`config.mk`:
```
export PLATFORM = sky130hd
export DESIGN_NAME = conbus_wdarb5
export DESIGN_NICKNAME = d
export VERILOG_FILES = /design/src/rtl/conbus_wdarb5.sv
export SDC_FILE = /design/constraint.sdc
export NUM_CORES = 1
export LEC_CHECK = 0
export BUFFER_PORTS_ARGS = -buffer_cell sky130_fd_sc_hd__buf_2
export CAP_MARGIN = 20
export CORE_UTILIZATION = 53
export CTS_CLUSTER_SIZE = 8
export DETAILED_ROUTE_END_ITERATION = 10
export PLACE_DENSITY_LB_ADDON = 0.15
export SETUP_SLACK_MARGIN = 0.2
export SKIP_CTS_REPAIR_TIMING = 1
export SYNTH_ARGS = -nofsm -noshare
export SYNTH_HDL_FRONTEND = slang
export SYNTH_SLANG_ARGS = --single-unit
```
`constraint.sdc`:
```
create_clock -name sys_clk -period 4.4 [get_ports sys_clk]
set_clock_uncertainty 0.15 [all_clocks]
set_input_delay 0.88 -clock sys_clk [delete_from_list [all_inputs] [get_ports sys_clk]]
set_output_delay 0.88 -clock sys_clk [all_outputs]
set_load 0.02 [all_outputs]
```
`src/rtl/conbus_wdarb5.sv`:
```
// conbus_wdarb5: five-master round-robin bus arbiter with an optional ack watchdog.
// Define CONBUS_WDARB_WATCHDOG_EN to build the watchdog counter, err pulses and timeout count.
module conbus_wdarb5 #(
    parameter int TIMEOUT = 1024
) (
    input  logic        sys_clk,
    input  logic        sys_rst,
    input  logic [4:0]  req,
    input  logic        ack,
    output logic [2:0]  gnt,
    output logic [4:0]  err,
    output logic [15:0] timeouts
);

    logic [2:0] gnt_q, gnt_d;
    logic       cur_req;
    logic       fire;

    // Nearest requester after cur in round-robin order; returns cur when nobody else asks.
    function automatic logic [2:0] rr_next(input logic [2:0] cur, input logic [4:0] r);
        logic [3:0] sum;
        logic [2:0] idx;
        rr_next = cur;
        for (int k = 4; k >= 1; k--) begin
            sum = {1'b0, cur} + 4'(k);
            idx = (sum >= 4'd5) ? 3'(sum - 4'd5) : sum[2:0];
            if (r[idx]) rr_next = idx;
        end
    endfunction

    assign cur_req = req[gnt_q];

    always_comb begin
        // NOTE: default first so every path assigns gnt_d and no latch is inferred.
        gnt_d = gnt_q;
        if (!cur_req || fire) gnt_d = rr_next(gnt_q, req);
    end

    always_ff @(posedge sys_clk) begin
        // NOTE: reset is synchronous, so it lives inside the clocked branch; state uses <= only.
        if (sys_rst) gnt_q <= 3'd0;
        else         gnt_q <= gnt_d;
    end

    assign gnt = gnt_q;

`ifdef CONBUS_WDARB_WATCHDOG_EN
    logic [15:0] wd_cnt_q, wd_cnt_d;
    logic [4:0]  err_q, err_d;
    logic [15:0] timeouts_q, timeouts_d;

    // ack in the firing cycle suppresses the fire.
    assign fire = cur_req && !ack && (wd_cnt_q == 16'(TIMEOUT - 1));

    always_comb begin
        err_d      = 5'd0;
        timeouts_d = timeouts_q;
        wd_cnt_d   = wd_cnt_q + 16'd1;
        if (fire) begin
            err_d = 5'b00001 << gnt_q;
            if (timeouts_q != 16'hFFFF) timeouts_d = timeouts_q + 16'd1;
        end
        // A grant change only happens on a req drop or a fire, so this also covers it.
        if (ack || !cur_req || fire) wd_cnt_d = 16'd0;
    end

    always_ff @(posedge sys_clk) begin
        if (sys_rst) begin
            wd_cnt_q   <= 16'd0;
            err_q      <= 5'd0;
            timeouts_q <= 16'd0;
        end else begin
            wd_cnt_q   <= wd_cnt_d;
            err_q      <= err_d;
            timeouts_q <= timeouts_d;
        end
    end

    assign err      = err_q;
    assign timeouts = timeouts_q;
`else
    logic unused_cfg;

    assign fire       = 1'b0;
    assign err        = 5'd0;
    assign timeouts   = 16'd0;
    assign unused_cfg = ack & (TIMEOUT > 1);
`endif

endmodule

```
==> flow_summary.yaml, run 1 <==
floorplan:
  fp.dieArea_um2: 2430
  die_w_um: 49.3
  start_util: 0.586
  rows: 16
  core_um2: 2020
  io_pins: 32
  chipHeight_um: 49.3
synthesis:
  synth-seq-cells: 3
  ys.flop_type: "dfxtp_1"
  async_reset_ff_frac: 0
  netlist_instances: 156
  synth.top_cell.area_share: 0.133
  yosysMostFrequentCell: "buf_4"
  syn_area_per_cell_um2: 7.60
  synth_cell_type_count: 53
  synth.top_cells.by_count: "buf_4, nand2_1, a21oi_1"
  synth_edf_count: 0
  synth_area_leaders: "buf_4, ha_1, mux2i_1"
  yosysWarnings: 0
  yosys.area.top_type: "buf_4"
  yosysSeqAreaShare: 0.0507
  synth_area_um2: 1180
layout:
  drive_above_1_share: 0.146
  final_nets: 182
  stdcell_area_um2: 1190
  synthToLayoutAreaGrowth_pct: 0.528
  multi_input_area_um2: 985
  largest_reg_flops: 3
  antennaDiodeCount: 0
  finalNonFillerCells: 191
  regArea_um2: 60.1
  fillerInstances: 203
worst_setup_path:
  crit_fanout: 12
  critPathLaunchType: "flip-flop"
  crit_buf_inv: 1
  end_kind: "flip-flop"
  crit_cells: 10
  crit_type: "flip-flop to flip-flop"
  worstPathArrival_ns: 3.40
  crit_family: "simple AND/OR/NAND/NOR gates"
  cpPeakStageDelay_ns: 0.61
  rr_worst_depth: 10
  cp_slowest_cell: "dfxtp_1"
  worst_path_most_repeated_cell: "or3_1"
  path_cells: "ha_1 > inv_1 > fa_1 > or3_1 > o221ai_1 > a211oi_2 > or3b_4 > o41ai_4 > or3_1 > a21oi_1"
  critical_path_required_ns: 4.37
placed_design:
  dpl_cell_area_um2: 1160
  post-place-cells: 187
  place.gp.congestion: 0.920
  dp_slack_ns: 0.970
  hpwl_um: 2080
  port_buffers: 9
timing:
  min_period_over_period: 0.780
  slew_viol_final: 0
  finalCriticalPeriod_ns: 3.43
  relSlewSlack: 0.657
  layout_setup_ws_ns: 0.968
  worst_slew_pin_slew_ns: 0.511
  rsz0062_at_grt: "no"
  finalSetupViolCount: 0
  fmax_mhz: 291
  tns_ns: 0
  hold_violations: 0
pwr:
  ir_drop_uv: 433
  power_frac_seq: 0.069
  combPwrFrac: 0.882
  power_density_nw_per_um2: 806
  p_sw_frac: 0.558
  power_leakage_uw: 0.000541
  power_uw: 960
  switching_power_uw: 536
  clkPwrFrac: 0.049
  internal-power_uw: 425
cts:
  cts_sinks: 3
  clock-root-buffer: "clkbuf_4"
  clk_latency_ns: 0.23
  cts-htree-levels: 1
  clockBufferDepth: 2
  clk_pin_slew_worst_paths_ns: 0.04
  cts_tree: "yes"
  cts_buffers: 3
detailed_routing:
  drt_iter0_drc: 31
  via_per_inst: 5.93
  drt-total-wl_um: 2710
  detail-route-antenna-nets: 0
  dr.pass1.iters: 5
  drc: 0
  dr_total_vias: 1133
  wl_per_cell_um: 14.2
global_route:
  grt_pass1_vias: 1039
  track_usage: 0.249
  antenna_found_initial: 0
  overflow: 0
  grtUsageMet2: 0.434
  grt_pass1_wl_um: 4800
  grt_max_degree: 24
  top_usage_layer: "met2"
  use_met1: 0.321
  grt_use_met3: 0.0343
run:
  drv_cap: 0
worst_hold_path:
  min_path_cells: 2
  hold_path.class: "flip-flop to flip-flop"
run_status:
  status: "finished clean"
final timing paths:
kind | startpoint | to | slack, ns
min | gnt[2] | gnt[2] | 0.55
min reg2reg | gnt[2] | gnt[2] | 0.55
max | gnt[1] | gnt[2] | 0.97
max reg2reg | gnt[1] | gnt[2] | 0.97
cell usage in the layout (no fill, tap or decap), types with 2 or more instances in the layout:
cell type / n
xnor2_1: 4
inv_1: 8
nand3_1: 4
a21oi_1: 11
or3_1: 2
a21o_1: 3
nor2_1: 8
mux2i_1: 8
buf_2: 9
nand2_1: 12
o22ai_1: 2
nand2b_1: 6
a211oi_1: 2
dfxtp_1: 3
nor3_1: 3
a31oi_1: 2
nor2b_1: 2
o21ai_0: 5
nand3b_1: 5
ha_1: 8
conb_1: 21
clkbuf_4: 3
o41ai_1: 2
o211a_1: 2
stage by stage:
step | utilization | hold slack [ns]
final | 0.589 | 0.553
after global routing | 0.589 | 0.586
after CTS | 0.589 | 0.547
after detailed placement | 0.576 | 0.542
after global placement | 0.576 | 0.516
after floorplan | - | 0.571
power by group through the flow:
stage	clock network (uW)	logic (uW)	registers (uW)
2_1_floorplan	0	705	66.1
3_3_place_gp	0	816	65.3
3_5_place_dp	0	837	66.0
4_1_cts	48.4	841	65.8
5_1_grt	54.3	944	68.8
6_report	47.2	847	65.8
layer usage:
metal	share of wire	wire length, um
met1	0.42	1150
met2	0.50	1370
met5	0	0
met4	0.016	44
met3	0.057	155
cell type report:
class / instances / share of cell area
multi-input combinational: 138 / 0.827
timing repair buffer: 10 / 0.0441
tap: 27 / 0.0284
inverter: 9 / 0.0284
clock buffer: 4 / 0.0221
sequential: 3 / 0.0504
logic make-up (layout without fill, tap and decap cells):
group           after synthesis  in the layout  synth area share
mux                          10             10             0.109
other cells                   1             21           0.00316
fa+ha+maj                     9              9             0.101
xor+xnor                      4              4            0.0296
simple gates                 51             51             0.247
flops                         3              3            0.0507
compound gates               43             43             0.278
buf+inv                      35             23             0.182
tightest hold or removal path: cells and delay by family (launching register included):
kind	cells	cell delay (ns)
AOI/OAI and AO/OA	1	0.06
DFF	1	0.46
and+or+nand+nor	1	0.13
Note: power is estimated with default switching activity, not from simulation.
==> run 2, diff against run 1 <==
Settings changed: ABC_AREA from default to 1.
Clock period 4.4 ns to 3.25 ns, I/O delays scaled along.
==> run 2 against run 1 <==
Effect of this change: routed wire length shrank 1.8%; flip-flop and latch count unchanged; critical endpoint unchanged; area after synthesis increased by 3.1%; largest power group unchanged; die area is 2.9% higher; largest cell class unchanged.
==> flow_summary.yaml, run 2 <==
detailed_routing:
  wl_per_cell_um: 11.1
  drc: 0
  dr_total_vias: 1224
  dr.pass1.iters: 4
  drt-total-wl_um: 2660
  drt_iter0_drc: 24
  via_per_inst: 5.10
  detail-route-antenna-nets: 0
floorplan:
  die_w_um: 50
  start_util: 0.557
  chipHeight_um: 50
  rows: 17
  fp.dieArea_um2: 2500
  core_um2: 2190
  io_pins: 32
worst_setup_path:
  end_kind: "flip-flop"
  rr_worst_depth: 18
  crit_fanout: 14
  critPathLaunchType: "flip-flop"
  critical_path_required_ns: 3.22
  crit_type: "flip-flop to flip-flop"
  r2r_setup_slack_ns: 0.55
  worstPathArrival_ns: 2.67
global_route:
  antenna_found_initial: 0
  grt_pass1_wl_um: 4700
  overflow: 0
  track_usage: 0.239
  grt_max_degree: 17
  grt_pass1_vias: 1128
synthesis:
  synth.top_cells.by_count: "nand2_1, nand3_1, inv_1"
  async_reset_ff_frac: 0
  yosys.area.top_type: "nand2_1"
  yosysWarnings: 0
  synth-seq-cells: 3
  synth.top_cell.area_share: 0.157
  synth_top_family_by_area: "simple AND/OR/NAND/NOR gates"
  synth_edf_count: 0
  synth_cell_type_count: 35
  yosysSeqAreaShare: 0.0492
  synthMuxAreaShare: 0
  synth-xor-area-share: 0.0143
  synth_compound_area_frac: 0.140
  synth_area_um2: 1220
  synth_area_leaders: "nand2_1, nand3_1, buf_4"
  syn_area_per_cell_um2: 6.11
  netlist_instances: 200
  ys.flop_type: "dfxtp_1"
  synthAdderAreaFrac: 0.0984
  synth-simple-area-share: 0.470
  yosysMostFrequentCell: "nand2_1"
layout:
  antennaDiodeCount: 0
  multi_input_area_um2: 962
  layout_common_cells: "nand2_1, nand3_1, inv_1"
  stdcell_area_um2: 1240
  regArea_um2: 60.1
  final_nets: 230
  largest_reg_flops: 3
  synthToLayoutAreaGrowth_pct: 1.33
  drive_above_1_share: 0.198
  fillerInstances: 234
  mostFrequentLayoutCell: "nand2_1"
timing:
  min_period_over_period: 0.832
  tns_ns: 0
  fmax_mhz: 370
  layout_setup_ws_ns: 0.546
  rsz0062_at_grt: "no"
  finalSetupViolCount: 0
  finalCriticalPeriod_ns: 2.70
  hold_violations: 0
  slew_viol_final: 0
worst_hold_path:
  hold_path.class: "input pin to flip-flop"
  min_path_cells: 2
pwr:
  power_leakage_uw: 0.000696
  ir_drop_uv: 620
  power_density_nw_per_um2: 1060
placed_design:
  hpwl_um: 2240
  port_buffers: 9
  place.gp.congestion: 0.889
  dp_slack_ns: 0.549
  dpl_cell_area_um2: 1210
run:
  drv_cap: 0
cts:
  clk_latency_ns: 0.23
  cts-htree-levels: 1
  cts_tree: "yes"
  cts_sinks: 3
  clockBufferDepth: 2
  clk_pin_slew_worst_paths_ns: 0.04
  clock-root-buffer: "clkbuf_4"
  cts_buffers: 3
run_status:
  status: "finished clean"
run 2: worst paths after layout:
path / startpoint / endpoint
hold reg to reg: gnt[1] / gnt[1]
setup reg to reg: gnt[0] / gnt[2]
hold / removal: sys_rst / gnt[0]
setup / recovery: gnt[0] / gnt[2]
run 2: logic make-up (layout without fill, tap and decap cells):
family / after synthesis / count (layout)
AOI/OAI and AO/OA: 26 / 26
xor gates and xnor gates: 2 / 2
adders and majority gates: 9 / 9
buffers and inverters: 48 / 40
DFF: 3 / 3
other: 1 / 21
and+or+nand+nor: 111 / 111
run 2: metrics by stage:
| stage | util | hold WS (ns) | power, uW | instances |
|---|---|---|---|---|
| floorplan | - | 0.498 | 1060 | 220 |
| finish | 0.565 | 0.454 | 1320 | 240 |
| detailed placement | 0.553 | 0.534 | 1240 | 236 |
| global route | 0.565 | 0.443 | 1490 | 240 |
| global placement | 0.553 | 0.523 | 1210 | 236 |
| CTS | 0.565 | 0.439 | 1320 | 240 |
run 2: final cells by class:
type,count,area share
flip-flops and latches,3,0.0485
inverters,25,0.0758
clock buffers,4,0.0212
multi-input cells,169,0.778
repair buffers,11,0.0485
well taps,28,0.0283
run 2: critical path, cell delays in order (launching register included):
cell and delay [ns]:
dfxtp_1 0.31, inv_2 0.20, ha_1 0.19, inv_1 0.06, fa_1 0.35, inv_1 0.12
nand2_1 0.14, o21ai_0 0.27, nand3_1 0.11, nand2_1 0.07, nand2_1 0.06, nand2_1 0.10
nor2_1 0.06, nand3_2 0.08, nand2_4 0.07, inv_2 0.06, nand2_1 0.04, nor2_1 0.08
nor2_1 0.05
run 2: where the power goes:
part / switching, uW / total (uW) / internal, uW
combinational: 771 / 1190 / 415
clock: 19.2 / 65.2 / 46.0
sequential: 15.9 / 65.0 / 49.1
total: 806 / 1320 / 510
run 2: layer usage:
| metal | routed length [um] | part of all wire | track usage |
|---|---|---|---|
| met4 | 0 | 0 | 0.0667 |
| met5 | 0 | 0 | 0 |
| met1 | 1210 | 0.45 | 0.303 |
| met2 | 1390 | 0.52 | 0.431 |
| met3 | 68 | 0.026 | 0.00617 |
